[src/rtl/trigger_pulse_generator_if.sv]
// Signal bundle between the trigger source / register block and the burst generator.
// The master side drives triggers, requests and configuration; the slave side returns status.
interface trigger_pulse_generator_if;
    logic        trigger_in;
    logic        arm;
    logic        disarm;
    logic [15:0] cfg_delay;
    logic [15:0] cfg_width;
    logic [15:0] cfg_gap;
    logic [7:0]  cfg_count;
    logic        cfg_invert;
    logic        cfg_auto_rearm;
    logic        pulse_out;
    logic        armed;
    logic        busy;
    logic        done;
    logic [7:0]  trig_missed;

    modport master (
        output trigger_in, arm, disarm,
        output cfg_delay, cfg_width, cfg_gap, cfg_count, cfg_invert, cfg_auto_rearm,
        input  pulse_out, armed, busy, done, trig_missed
    );

    modport slave (
        input  trigger_in, arm, disarm,
        input  cfg_delay, cfg_width, cfg_gap, cfg_count, cfg_invert, cfg_auto_rearm,
        output pulse_out, armed, busy, done, trig_missed
    );
endinterface

[src/rtl/trigger_pulse_generator.sv]
// Turns an accepted trigger into a burst on pulse_out: a delay, then a train of
// programmable-width pulses separated by programmable gaps. All outputs are registered.
module trigger_pulse_generator (
    input  logic                     sampleclk,
    input  logic                     reset,
    trigger_pulse_generator_if.slave bus
);
    typedef enum logic [2:0] {IDLE, ARMED, DELAY, PULSE, GAP} state_t;

    state_t      state, state_n;
    logic [15:0] dly_cnt, dly_n;
    logic [15:0] wid_cnt, wid_n;
    logic [15:0] gap_cnt, gap_n;
    logic [15:0] lat_width, lat_width_n;
    logic [15:0] lat_gap, lat_gap_n;
    logic        lat_invert, lat_invert_n;
    logic [7:0]  rem_cnt, rem_n;
    logic [7:0]  missed, missed_n;
    logic        done_n;
    logic        burst_n;
    logic        pulse_reg, armed_reg, busy_reg, done_reg;

    function automatic logic [15:0] clamp16(input logic [15:0] v);
        return (v == 16'd0) ? 16'd1 : v;
    endfunction

    function automatic logic [7:0] clamp8(input logic [7:0] v);
        return (v == 8'd0) ? 8'd1 : v;
    endfunction

    function automatic logic [7:0] sat_inc8(input logic [7:0] v);
        return (v == 8'hFF) ? v : v + 8'd1;
    endfunction

    always_comb begin
        state_n      = state;
        dly_n        = dly_cnt;
        wid_n        = wid_cnt;
        gap_n        = gap_cnt;
        rem_n        = rem_cnt;
        lat_width_n  = lat_width;
        lat_gap_n    = lat_gap;
        lat_invert_n = lat_invert;
        missed_n     = missed;
        done_n       = 1'b0;

        case (state)
            IDLE: begin
                if (bus.arm) begin
                    state_n  = ARMED;
                    missed_n = 8'd0;
                end
            end
            ARMED: begin
                if (bus.trigger_in) begin
                    lat_width_n  = clamp16(bus.cfg_width);
                    lat_gap_n    = clamp16(bus.cfg_gap);
                    lat_invert_n = bus.cfg_invert;
                    rem_n        = clamp8(bus.cfg_count);
                    wid_n        = clamp16(bus.cfg_width);
                    dly_n        = bus.cfg_delay;
                    state_n      = (bus.cfg_delay != 16'd0) ? DELAY : PULSE;
                end
            end
            DELAY: begin
                if (dly_cnt <= 16'd1) begin
                    state_n = PULSE;
                    wid_n   = lat_width;
                end else begin
                    dly_n = dly_cnt - 16'd1;
                end
            end
            PULSE: begin
                if (wid_cnt <= 16'd1) begin
                    rem_n = rem_cnt - 8'd1;
                    if (rem_cnt <= 8'd1) begin
                        done_n  = 1'b1;
                        state_n = bus.cfg_auto_rearm ? ARMED : IDLE;
                    end else begin
                        state_n = GAP;
                        gap_n   = lat_gap;
                    end
                end else begin
                    wid_n = wid_cnt - 16'd1;
                end
            end
            GAP: begin
                if (gap_cnt <= 16'd1) begin
                    state_n = PULSE;
                    wid_n   = lat_width;
                end else begin
                    gap_n = gap_cnt - 16'd1;
                end
            end
            default: state_n = IDLE;
        endcase

        // Triggers arriving mid-burst never disturb timing; they are only tallied.
        if (bus.trigger_in && (state == DELAY || state == PULSE || state == GAP))
            missed_n = sat_inc8(missed);

        // Abort overrides any progress made this cycle, including a completing burst.
        if (bus.disarm) begin
            state_n  = IDLE;
            done_n   = 1'b0;
            missed_n = missed;
        end

        burst_n = (state_n == DELAY) || (state_n == PULSE) || (state_n == GAP);
    end

    always_ff @(posedge sampleclk) begin
        if (reset) begin
            state      <= IDLE;
            dly_cnt    <= 16'd0;
            wid_cnt    <= 16'd0;
            gap_cnt    <= 16'd0;
            lat_width  <= 16'd0;
            lat_gap    <= 16'd0;
            lat_invert <= 1'b0;
            rem_cnt    <= 8'd0;
            missed     <= 8'd0;
            pulse_reg  <= 1'b0;
            armed_reg  <= 1'b0;
            busy_reg   <= 1'b0;
            done_reg   <= 1'b0;
        end else begin
            state      <= state_n;
            dly_cnt    <= dly_n;
            wid_cnt    <= wid_n;
            gap_cnt    <= gap_n;
            lat_width  <= lat_width_n;
            lat_gap    <= lat_gap_n;
            lat_invert <= lat_invert_n;
            rem_cnt    <= rem_n;
            missed     <= missed_n;
            // Latched polarity inside a burst, live polarity while idle or armed.
            pulse_reg  <= burst_n ? (lat_invert_n ^ (state_n == PULSE)) : bus.cfg_invert;
            armed_reg  <= (state_n == ARMED);
            busy_reg   <= burst_n;
            done_reg   <= done_n;
        end
    end

    assign bus.pulse_out   = pulse_reg;
    assign bus.armed       = armed_reg;
    assign bus.busy        = busy_reg;
    assign bus.done        = done_reg;
    assign bus.trig_missed = missed;
endmodule

[src/flat_wrapper.sv]
// flat-port wrapper written by rule: the top's interface ports become plain ports
module trigger_pulse_generator_flat 
  (sampleclk, reset, bus_trigger_in, bus_arm, bus_disarm, bus_cfg_delay, bus_cfg_width, bus_cfg_gap, bus_cfg_count, bus_cfg_invert, bus_cfg_auto_rearm, bus_pulse_out, bus_armed, bus_busy, bus_done, bus_trig_missed);
  trigger_pulse_generator_if bus_i ();
  input  logic sampleclk;
  input  logic reset;
  input wire logic [$bits(bus_i.trigger_in)-1:0] bus_trigger_in;
  input wire logic [$bits(bus_i.arm)-1:0] bus_arm;
  input wire logic [$bits(bus_i.disarm)-1:0] bus_disarm;
  input wire logic [$bits(bus_i.cfg_delay)-1:0] bus_cfg_delay;
  input wire logic [$bits(bus_i.cfg_width)-1:0] bus_cfg_width;
  input wire logic [$bits(bus_i.cfg_gap)-1:0] bus_cfg_gap;
  input wire logic [$bits(bus_i.cfg_count)-1:0] bus_cfg_count;
  input wire logic [$bits(bus_i.cfg_invert)-1:0] bus_cfg_invert;
  input wire logic [$bits(bus_i.cfg_auto_rearm)-1:0] bus_cfg_auto_rearm;
  output wire logic [$bits(bus_i.pulse_out)-1:0] bus_pulse_out;
  output wire logic [$bits(bus_i.armed)-1:0] bus_armed;
  output wire logic [$bits(bus_i.busy)-1:0] bus_busy;
  output wire logic [$bits(bus_i.done)-1:0] bus_done;
  output wire logic [$bits(bus_i.trig_missed)-1:0] bus_trig_missed;
  assign bus_i.trigger_in = bus_trigger_in;
  assign bus_i.arm = bus_arm;
  assign bus_i.disarm = bus_disarm;
  assign bus_i.cfg_delay = bus_cfg_delay;
  assign bus_i.cfg_width = bus_cfg_width;
  assign bus_i.cfg_gap = bus_cfg_gap;
  assign bus_i.cfg_count = bus_cfg_count;
  assign bus_i.cfg_invert = bus_cfg_invert;
  assign bus_i.cfg_auto_rearm = bus_cfg_auto_rearm;
  assign bus_pulse_out = bus_i.pulse_out;
  assign bus_armed = bus_i.armed;
  assign bus_busy = bus_i.busy;
  assign bus_done = bus_i.done;
  assign bus_trig_missed = bus_i.trig_missed;
  trigger_pulse_generator u_core (.sampleclk(sampleclk), .reset(reset), .bus(bus_i));
endmodule
[config.mk]
export PLATFORM = sky130hd
export DESIGN_NAME = trigger_pulse_generator_flat
export DESIGN_NICKNAME = d
export VERILOG_FILES = /design/src/rtl/trigger_pulse_generator_if.sv /design/src/rtl/trigger_pulse_generator.sv /design/src/flat_wrapper.sv
export SDC_FILE = /design/constraint.sdc
export NUM_CORES = 1
export LEC_CHECK = 0
export ABC_AREA = 1
export CORE_AREA = 2 2 143 145
export DETAILED_ROUTE_END_ITERATION = 8
export DIE_AREA = 0 0 145 147
export PLACE_DENSITY_LB_ADDON = 0.2
export SETUP_SLACK_MARGIN = 0.3
export SYNTH_ARGS = -nofsm -noshare
export SYNTH_HDL_FRONTEND = slang
export SYNTH_SLANG_ARGS = --single-unit
[constraint.sdc]
create_clock -name sampleclk -period 2.31 [get_ports sampleclk]
set_input_delay 0.231 -clock sampleclk [delete_from_list [all_inputs] [get_ports sampleclk]]
set_output_delay 0.231 -clock sampleclk [all_outputs]
set_load 0.02 [all_outputs]
==> results.tsv <==
stage	metric	value	unit
run_status	status	complete, no violations	
route	Via-to-Cell Ratio	4.808	
floorplan	die width	145	um
floorplan	Die ar.	21320	sq um
pwr	Max VDD drop	0.2988	mV
finish	Inserted Diodes	0	
clock_network	Reg clk slew, reported paths	0.07	ns
grt	first-pass GRT wire length	27970	um
grt	Total GRT Usage	0.1594	
worst_setup_path	maximum fanout along the worst path	11	
timing	final hold vios	0	
floorplan	Initial Util	0.2956	
timing	setup TNS	0	ns
route	ANT nets after route	0	
pwr	static leakage	2.933	nW
placed_design	Cells after DPL	1200	
route	DR pass1 iterations	5	
grt	initial antenna violation count	0	
worst_setup_path	nature of the critical path startpoint	flip-flop	
finish	Non-Filler Instances	1233	
worst_setup_path	crit end category	flip-flop	
worst_setup_path	CP arrival	2.18	ns
placed_design	Placer Congestion	0.8217	
timing	RSZ-0062 raised after global routing	true	
floorplan	row count	52	
route	Iter 0 DRT Violations	403	
timing	maximum clock rate	515.4	MHz
flow_run	maxcap violations	0	
logic_synthesis	Post-synth EDFFs	0	
logic_synthesis	synth unique cells	46	
floorplan	Core Box Area	19840	sq um
finish	layout cells sized above 1	0.1246	
logic_synthesis	fraction of registers with async set/reset	0	
placed_design	pre-CTS setup slack	0.3442	ns
clock_network	CTS Hold Bufs	0	
min_path	Min-Delay Path Class	in2reg	
pwr	Power per Cell Area	573.2	nW/um^2
logic_synthesis	area share of the largest cell type after synthesis	0.3549	
floorplan	die height	147	um
logic_synthesis	Area contributors post-synth	dfxtp_1 (35%), nand2_1 (12%), a21oi_1 (8.0%)	
placed_design	DP Area	6884	sq um
logic_synthesis	Post-Synthesis Cells	874	
clock_network	H-tree levels	3	
logic_synthesis	ys flop type	dfxtp_1	
timing	setup ws final	0.3699	ns
worst_setup_path	type of the worst setup path	reg2reg	
clock_network	TritonCTS Sinks	104	
timing	Min Clock Period, post-route	1.940	ns
clock_network	CTS buffer count	9	
logic_synthesis	sequential-to-total area share from yosys stat	0.3549	
logic_synthesis	Syn Area/Cell	6.711	sq um
placed_design	port bufs	74	
clock_network	CTS tree	built	
timing	hold slack	0.4122	ns
floorplan	io pins	75	
clock_network	worst skew pair latency	0.35	ns
logic_synthesis	Yosys reg bits	104	
route	drt total wl	17120	um
grt	Remaining Overflow, GRT	0	
timing	Slew Limit Fails	0	
timing	clk_skew	0.006977	ns
finish	utilization after layout	0.3756	
worst_setup_path	Req. time, crit path	2.55	ns
route	via count	5928	
pwr	Power Total	4.273	mW
finish	Final Cell Area	7453	sq um
logic_synthesis	Synth Net Count	946	
route	drt drc	0	
clock_network	Root Buffer	clkbuf_16	
logic_synthesis	dominant cell type by area after synthesis	dfxtp_1	
route	wire per inst	13.88	um
finish	Area Overhead vs Synth	27.07	%
timing	Finish-stage setup viols	0	
placed_design	HPWL Detailed	12320	um
grt	vias in the first global route	5522	
finish	Net count, final	1030	
timing	slew margin rel.	0.5815	
logic_synthesis	Mapped Area	5866	sq um
logic_synthesis	synthesis warning total	0	
grt	pin count of the biggest net entering global routing	51	
timing	crit share post-route	0.8399	
clock_network	CTS max path bufs	2	
timing	worst-margin pin slew	0.6278	ns
[cell usage after synthesis, drive strengths merged (2+ instances only)]
master,number
nand2,189
nor2,120
dfxtp,104
o21ai,97
a21oi,94
inv,80
nand3,34
buf,19
clkbuf,17
nand4,15
a211oi,14
a31oi,14
nor3,13
nor4,12
ha,9
xnor2,7
o31ai,5
or2,5
xor2,5
o211ai,4
o21a,4
clkinv,2
o221ai,2
o22ai,2
[worst paths after layout]
path / from / endpoint / slack, ns / cells past startpoint
worst max-delay path: u_core.wid_cnt[0] / u_core.wid_cnt[1] / 0.37 / 14
worst min-delay path: reset / u_core.wid_cnt[12] / 0.41 / 4
worst max register to register: u_core.wid_cnt[0] / u_core.wid_cnt[1] / 0.37 / 14
worst min register to register: u_core.lat_gap[9] / u_core.lat_gap[9] / 0.46 / 2
[cell usage in the layout, fill, tap and decap left out, types with 3 or more instances in the layout]
cell	netlist	layout
nand2_1	181	175
nor2_1	111	107
dfxtp_1	104	101
a21oi_1	94	93
clkdlybuf4s50_1	0	73
o21ai_0	70	68
inv_1	67	65
nand3_1	32	32
o21ai_1	25	25
buf_4	3	25
nand4_1	15	15
a31oi_1	14	14
nand2_2	7	13
inv_2	13	13
a211oi_1	12	12
nor4_1	12	12
nor3_1	10	9
clkbuf_16	0	9
nor2_2	4	8
xnor2_1	7	7
ha_1	9	7
or2_2	5	5
o31ai_1	5	5
xor2_1	5	5
nor2_4	5	5
nor3_2	3	4
o21a_1	4	4
o211ai_1	4	4
inv_6	0	4
buf_6	4	4
clkinvlp_4	0	3
dfxtp_2	0	3
[kinds of logic after synthesis]
family                   count (synthesis)  share of synthesized area
XOR/XNOR                                12                    0.01792
buffers and inverters                  118                    0.08490
AND/OR/NAND/NOR                        391                     0.2946
adder cells (fa/ha/maj)                  9                    0.01920
AO/OA/AOI/OAI                          240                     0.2285
flip-flops                             104                     0.3549
[critical path: stages, from the launching register on]
cell and delay, ns:
dfxtp_2 0.34, inv_2 0.08, ha_4 0.15, inv_1 0.04, nand2_1 0.06, nand2_2 0.06, nor2_4 0.14, nand2_1 0.07
nand2_2 0.09, nand2_2 0.08, o21ai_4 0.32, buf_6 0.16, inv_4 0.06, o21ai_1 0.12, a21oi_1 0.05
[power by group]
part | internal (mW) | switching, mW
Combinational | 0.320 | 0.433
Sequential | 1.85 | 0.0532
Clock | 0.885 | 0.731
Total | 3.05 | 1.22
[per-layer routing]
metal	wire [um]	share of wire	vias up	track usage
li1	-	-	3113	-
met1	8930	0.52	2653	0.2319
met2	7170	0.42	151	0.2457
met3	867	0.051	11	0.03323
met4	147	0.0086	0	0.02871
met5	0	0	-	0
[area by class of cell]
| cell class | count | area (sq um) |
|---|---|---|
| fillers | 2154 | 12390 |
| multi-input cells | 652 | 3361 |
| flip-flops and latches | 104 | 2086 |
| repair buffers | 106 | 1016 |
| well taps | 270 | 337.8 |
| inverters | 82 | 321.6 |
| clock buffers | 10 | 239.0 |
| clock inverters | 6 | 72.57 |
| repair inverters | 3 | 20.02 |
[timing repair]
action / in CTS / in global routing
hold endpoints to repair: 0 / 0
endpoints found under the setup margin: 0 / 47
resized for setup: 0 / 43
setup buffers: 0 / 13
No activity file was read; power rests on OpenSTA's default activity.
